`src/rtl/uart_tx_sched.sv`:
```
// uart_tx_sched
//   Two-requester UART transmitter (8N1). Arbitrates between two byte
//   sources and sends the winner's byte on tx_o. A tie goes to whichever
//   requester did not win the previous grant. The bit period comes from a
//   divisor that is picked from the requested baud rate when the grant is
//   made, so a baud change only takes effect on the next frame.
//
// Ports
//   clk_i        system clock, all state on its rising edge
//   rst_i        asynchronous active-high reset
//   baud_rate_i  requested baud rate in bit/s, sampled at grant
//   req_i        per-requester level request, held until acked
//   data0_i      requester 0 byte
//   data1_i      requester 1 byte
//   ack_o        one-cycle pulse, byte of that requester latched
//   done_o       one-cycle pulse, stop bit of the frame completed
//   done_id_o    requester index of the frame flagged by done_o
//   busy_o       high while a frame is in progress
//   tx_o         serial line, idle high
module uart_tx_sched (
  input  logic        clk_i,
  input  logic        rst_i,
  input  logic [16:0] baud_rate_i,
  input  logic [1:0]  req_i,
  input  logic [7:0]  data0_i,
  input  logic [7:0]  data1_i,
  output logic [1:0]  ack_o,
  output logic        done_o,
  output logic        done_id_o,
  output logic        busy_o,
  output logic        tx_o
);

  typedef enum logic [1:0] {
    S_IDLE,
    S_START,
    S_DATA,
    S_STOP
  } state_t;

  localparam logic [13:0] DIV_DEFAULT = 14'd5208;

  // Clock cycles per bit for a 50 MHz system clock; unknown rates fall
  // back to the 9600 bit/s divisor.
  function automatic logic [13:0] baud_to_div(input logic [16:0] baud);
    logic [13:0] div;
    case (baud)
      17'd4800:  div = 14'd10416;
      17'd9600:  div = 14'd5208;
      17'd14400: div = 14'd3472;
      17'd19200: div = 14'd2604;
      17'd38400: div = 14'd1302;
      17'd57600: div = 14'd868;
      default:   div = DIV_DEFAULT;
    endcase
    return div;
  endfunction

  state_t      state_q, state_d;
  logic [13:0] cnt_q, cnt_d;
  logic [13:0] div_q, div_d;
  logic [2:0]  bit_idx_q, bit_idx_d;
  logic [7:0]  shift_q, shift_d;
  logic        tx_q, tx_d;
  logic [1:0]  ack_q, ack_d;
  logic        done_q, done_d;
  logic        done_id_q, done_id_d;
  logic        id_q, id_d;
  logic        last_q, last_d;

  logic        bit_end;
  logic        gnt_id;

  assign bit_end = (cnt_q == div_q - 14'd1);

  // Lone request wins outright; on a tie the loser of the last grant wins.
  assign gnt_id = (req_i == 2'b11) ? ~last_q : req_i[1];

  always_comb begin
    state_d   = state_q;
    cnt_d     = cnt_q;
    div_d     = div_q;
    bit_idx_d = bit_idx_q;
    shift_d   = shift_q;
    tx_d      = tx_q;
    ack_d     = 2'b00;
    done_d    = 1'b0;
    done_id_d = done_id_q;
    id_d      = id_q;
    last_d    = last_q;

    case (state_q)
      S_IDLE: begin
        tx_d = 1'b1;
        if (req_i != 2'b00) begin
          state_d         = S_START;
          tx_d            = 1'b0;
          cnt_d           = 14'd0;
          bit_idx_d       = 3'd0;
          shift_d         = gnt_id ? data1_i : data0_i;
          div_d           = baud_to_div(baud_rate_i);
          ack_d[gnt_id]   = 1'b1;
          id_d            = gnt_id;
          last_d          = gnt_id;
        end
      end

      S_START: begin
        if (bit_end) begin
          state_d   = S_DATA;
          cnt_d     = 14'd0;
          bit_idx_d = 3'd0;
          tx_d      = shift_q[0];
        end else begin
          cnt_d = cnt_q + 14'd1;
        end
      end

      S_DATA: begin
        if (bit_end) begin
          cnt_d = 14'd0;
          if (bit_idx_q == 3'd7) begin
            state_d = S_STOP;
            tx_d    = 1'b1;
          end else begin
            bit_idx_d = bit_idx_q + 3'd1;
            tx_d      = shift_q[bit_idx_q + 3'd1];
          end
        end else begin
          cnt_d = cnt_q + 14'd1;
        end
      end

      S_STOP: begin
        if (bit_end) begin
          state_d   = S_IDLE;
          cnt_d     = 14'd0;
          bit_idx_d = 3'd0;
          done_d    = 1'b1;
          done_id_d = id_q;
        end else begin
          cnt_d = cnt_q + 14'd1;
        end
      end

      default: begin
        state_d = S_IDLE;
        tx_d    = 1'b1;
        cnt_d   = 14'd0;
      end
    endcase
  end

  always_ff @(posedge clk_i or posedge rst_i) begin
    if (rst_i) begin
      state_q   <= S_IDLE;
      cnt_q     <= 14'd0;
      div_q     <= DIV_DEFAULT;
      bit_idx_q <= 3'd0;
      shift_q   <= 8'd0;
      tx_q      <= 1'b1;
      ack_q     <= 2'b00;
      done_q    <= 1'b0;
      done_id_q <= 1'b0;
      id_q      <= 1'b0;
      last_q    <= 1'b1;
    end else begin
      state_q   <= state_d;
      cnt_q     <= cnt_d;
      div_q     <= div_d;
      bit_idx_q <= bit_idx_d;
      shift_q   <= shift_d;
      tx_q      <= tx_d;
      ack_q     <= ack_d;
      done_q    <= done_d;
      done_id_q <= done_id_d;
      id_q      <= id_d;
      last_q    <= last_d;
    end
  end

  assign ack_o     = ack_q;
  assign done_o    = done_q;
  assign done_id_o = done_id_q;
  assign busy_o    = (state_q != S_IDLE);
  assign tx_o      = tx_q;

endmodule

```
`config.mk`:
```
export PLATFORM = sky130hd
export DESIGN_NAME = uart_tx_sched
export DESIGN_NICKNAME = d
export VERILOG_FILES = /design/src/rtl/uart_tx_sched.sv
export SDC_FILE = /design/constraint.sdc
export NUM_CORES = 1
export LEC_CHECK = 0
export BUFFER_PORTS_ARGS = -buffer_cell sky130_fd_sc_hd__buf_4
export CORE_MARGIN = 2
export CORE_UTILIZATION = 51
export DETAILED_ROUTE_END_ITERATION = 10
export PLACE_DENSITY = 0.76
export SLEW_MARGIN = 25
export SYNTH_ARGS = -nofsm -noshare
export SYNTH_HDL_FRONTEND = slang
export SYNTH_SLANG_ARGS = --single-unit
```
`constraint.sdc`:
```
create_clock -name clk_i -period 2.5 [get_ports clk_i]
set_input_delay 0.25 -clock clk_i [delete_from_list [all_inputs] [get_ports clk_i]]
set_output_delay 0.25 -clock clk_i [all_outputs]
set_load 0.02 [all_outputs]
```
# After elaboration in Yosys (flattened, before gate mapping)
# Index checks and enable logic that the tools add are counted.
# classes
n_bitwise,1
addsub,3
n_lt_le_gt_ge,3
muxes,30
n_reduce_logical,12
n_eq_ne,18
# ops
operator,count
case mux 14 bit (5 select lines),1
equality test 17 x 16 -> 1 bit (second input constant),2
2-to-1 mux 14 bit,2
case mux 14 bit (2 select lines),1
equality test 17 x 13 -> 1 bit (second input constant),1
equality test 17 x 14 -> 1 bit (second input constant),1
equality test 17 x 15 -> 1 bit (second input constant),1
adder 14 x 1 -> 14 bit (second input constant),1
equality test 14 bit,1
2-to-1 mux 2 bit,7
subtractor 14 x 1 -> 14 bit (second input constant),1
2-to-1 mux 3 bit,4
!= test 2 bit (second input constant),6
2-to-1 mux 1 bit,9
case mux 3 bit (3 select lines),1
2-to-1 mux 8 bit,1
case mux 2 bit (4 select lines),1
equality test 2 bit (second input constant),3
AND reduction 5 bit,1
< comparator 3 x 4 -> 1 bit (second input constant),1
AND reduction 2 bit,2
AND reduction 4 bit,1
nonzero test 2 bit,2
adder 3 x 1 -> 3 bit (second input constant),1
15 further kinds,15
# word_totals
word_cells,78
out_inout_bits,6
regBits,48

# Depth between registers and ports, before layout
# logic_depth
word_depth,8
ltp_mapped,11
ltp_nobuf,10

# Least setup slack after synthesis
# OpenSTA, ideal clock, no wires.
# synth_path
path_kind,reg2reg
startpoint,register div_q[1]
endpoint,register state_q[1]
arrival_time_ns,2.448
required_ns,2.372
slack_ns,-0.076
path_stages_with_launch,9
period_less_slack_ns,2.576
n_path_buf,0
cell_sequence,dfrtp_1 > or4_4 > nor4_1 > o221ai_1 > and3_4 > nor4_4 > o21bai_1 > a21oi_2 > mux2_1
# synth_via
elab_chain_cells,4
# synth_rtl
item,line,rtl
start: declaration,61,"logic [13:0] div_q, div_d;"
start signal: assignment,170,div_q <= div_d;
subtractor 14 x 1 -> 14 bit (*),74,assign bit_end = (cnt_q == div_q - 14'd1);
equality test 14 bit (*),74,
!= test 2 bit (no source line),n/a,
AND reduction 5 bit (no source line) (*),n/a,
end signal: assignment,168,state_q <= state_d;
end: declaration,59,"state_t state_q, state_d;"
# Mark *: on every way between the ends. The rest lies on a longest branch, timed or not.
# A chain may end at the register's enable or synchronous reset.

# Worst setup path after layout
# layout_path
startpoint,register div_q[4]
endpoint,register state_q[1]
# Same word-level chain as after synthesis.

==> results.cfg <==
[power_and_ir_drop]
powerDensity_mw_per_mm2 = 933
ir_drop_v = 0.000519
leakagePower_nw = 1.69

[routing]
drt_wl_total_mm = 6.70
drc = 0
vias = 2520
drt_first_iter_violations = 121
avgRoutedWirePerCell_um = 15.3
drtAntennaViolNets = 0
firstDrtPassIters = 4
viasPerCell = 5.77

[critical_path]
cp_top_family = simple AND/OR/NAND/NOR gates
crit_path_start_kind = register
slowest_delay_ps = 570
required_ps = 2700
crit_arrival_ps = 2800
r2r_setup_slack_ps = -100
timing.rr.start = div_q[4]$_DFFE_PP1P_
end_kind = register
crit_fanout = 4
path_buf_inv = 0
path_cells = or4_4 -> nor4_4 -> o221ai_1 -> and3_4 -> nor4_4 -> o21bai_1 -> a21oi_2 -> mux2_4
reg2reg_to = state_q[1]$_DFFE_PP0P_
slowest_stage = or4_4
rr_worst_depth = 8
crit_path_frequent_cell = nor4_4
criticalPathCategory = register to register

[grt]
grt_pass1_vias = 2474
grtUsageTotal = 0.233
grt_pass1_wl_mm = 11.5
antenna_found_initial = 0
grt_max_degree = 33
gr-total-overflow = 0

[logic_synthesis]
syn_area_mm2 = 0.00285
synth_top_area_share = 0.351
ys_seq_elements = 47
avgSynthCellArea_um2 = 9.41
syn_nets = 348
async_flop_share = 1.00
synthCells = 303
synth_cell_types = 56
synth_area_leaders = dfrtp_1 (35%), dfstp_2 (6.5%), nand2_1 (4.6%)
synth_top_area_cell = dfrtp_1
yosys_most_used_dff = dfrtp_1
synth_seq_area_share = 0.416
yosys_warnings = 0
synth_edf_count = 0

[die]
start_util = 0.524
dieArea_mm2 = 0.00620
die_y_um = 78.8
pin_count = 43
die_w_um = 78.8
core_mm2 = 0.00544
rows = 27

[min_path]
hold_end = shift_q[0]$_DFFE_PP0P_
whs_path_depth = 3
min-delay-start = data0_i[0]
hp-class = primary input to register

[layout]
antenna_cells = 0
fill_cells = 436
final_cell_mix = buf_4 (64), dfrtp_1 (40), nand2_1 (35), nor2_1 (22), o21ai_0 (18)
layout.cells.most_common = buf_4
final_net_count = 409
fin_area_mm2 = 0.00354
drive_gt1_frac = 0.293
syn_to_final_growth_pct = 24.2

[placed_design]
port_buffers = 42
placed_cell_area_mm2 = 0.00337
post-dp-hpwl_mm = 5.09
gp_congestion = 0.859

[sta]
hold_ws_ps = 224
worst_slack_ps = -98.2
finalHoldViolations = 0
slew_violations = 0
finalClockSkew_ps = 8.36
slew_headroom = 0.562
min_period_ps = 2600
fmax_ghz = 0.385
setup_viol = 9
tightest_slew_ps = 656
period_share = 1.04
rsz0062_at_grt = yes

[run]
cap_violations = 0

[outcome]
status = finished with violations
failed_checks = setup timing

[clock_network]
cts_buffers = 5
cts_buffer_depth = 2
insertion_delay_ps = 300
clock-sinks = 47
cts.clk_slew.worst_paths_ps = 90
clockRootBuffer = clkbuf_8
cts_tree = done
h-tree-depth = 2
==> flip-flops by register name, summed over array words and instances (netlist names) <==
name / count
bit_idx_q: 3
tx_o: 1
done_id_o: 1
last_q: 1
state_q: 2
id_q: 1
cnt_q: 14
done_o: 1
shift_q: 8
div_q: 13
ack_o: 2
==> synthesized netlist by cell type (4+ instances only) <==
library cell  instances
a21o_1                7
a21oi_1               8
a22o_1                4
a31oi_1              12
and3_1               10
clkbuf_1              9
dfrtp_1              40
dfstp_2               7
ha_1                  8
inv_1                 6
mux2i_1               9
nand2_1              35
nand3_1              11
nand4_1               4
nor2_1               22
nor3_1               11
nor4_1                5
o21ai_0              18
o31ai_1               5
or3_1                 9
xnor2_1               9
xor2_1                6
==> layer usage <==
metal,vias up,GRT usage,share of wire
met3,7,0.0443,0.043
met2,58,0.404,0.51
met5,-,0,0
met1,1223,0.301,0.44
li1,1232,-,-
met4,0,0.0596,0.014
==> power breakdown <==
group | total, mW | internal [mW] | switching [mW]
sequential | 1.24 | 1.02 | 0.222
combinational | 1.60 | 0.775 | 0.821
clock | 0.466 | 0.201 | 0.265
==> worst min-delay path, delay by kind of cell <==
kind            cells  cell delay (ps)
compound gates      1              120
mux                 1               50
buf+inv             1               70
==> repair_timing <==
item                                    in CTS  in global routing
hold buffers                                 1                  0
pin swaps                                    0                 10
hold endpoints to repair                    10                  0
gates resized for setup                      2                 10
setup buffers                                1                  2
endpoints found under the setup margin      11                 20
==> through the flow <==
stage | setup TNS [ps] | utilization | power [mW] | cells | worst slack [ps]
after CTS | -201 | 0.640 | 3.23 | 435 | -110
after floorplan | -57.9 | - | 2.25 | 303 | -57.9
after global placement | -47.8 | 0.619 | 2.68 | 426 | -47.8
final | -270 | 0.651 | 3.30 | 437 | -98.2
after global routing | -1460 | 0.651 | 3.56 | 437 | -202
after detailed placement | -245 | 0.619 | 2.75 | 426 | -118
==> worst max path at each step <==
| stage | from | endpoint | slack (ps) | cells after the start |
|---|---|---|---|---|
| 6_report | div_q[4]$_DFFE_PP1P_ | state_q[1]$_DFFE_PP0P_ | -100 | 8 |
| 3_5_place_dp | div_q[2]$_DFFE_PP0P_ | state_q[1]$_DFFE_PP0P_ | -120 | 12 |
| 2_1_floorplan | div_q[2]$_DFFE_PP0P_ | state_q[1]$_DFFE_PP0P_ | -60 | 8 |
| 4_1_cts | div_q[2]$_DFFE_PP0P_ | state_q[1]$_DFFE_PP0P_ | -110 | 8 |
| 5_1_grt | div_q[2]$_DFFE_PP0P_ | state_q[1]$_DFFE_PP0P_ | -200 | 12 |
| 3_3_place_gp | div_q[4]$_DFFE_PP1P_ | state_q[1]$_DFFE_PP0P_ | -50 | 8 |
==> cell families after synthesis <==
group	Yosys count	share of synthesized area
and+or+nand+nor	132	0.258
buffers and inverters	18	0.0255
AOI/OAI and AO/OA	67	0.151
DFF	47	0.416
xor gates and xnor gates	15	0.0461
adders and majority gates	8	0.0351
muxes	16	0.0685
==> cell type report <==
| class | instances | area [um2] | area share |
|---|---|---|---|
| clock inverters | 2 | 17.5 | 0.00495 |
| multi-input cells | 238 | 1650 | 0.466 |
| flip-flops and latches | 47 | 1180 | 0.335 |
| well taps | 72 | 90.1 | 0.0255 |
| clock buffers | 6 | 72.6 | 0.0205 |
| inverters | 6 | 25.0 | 0.00707 |
| repair buffers | 66 | 502 | 0.142 |
Note: power is estimated with default switching activity, not from simulation.
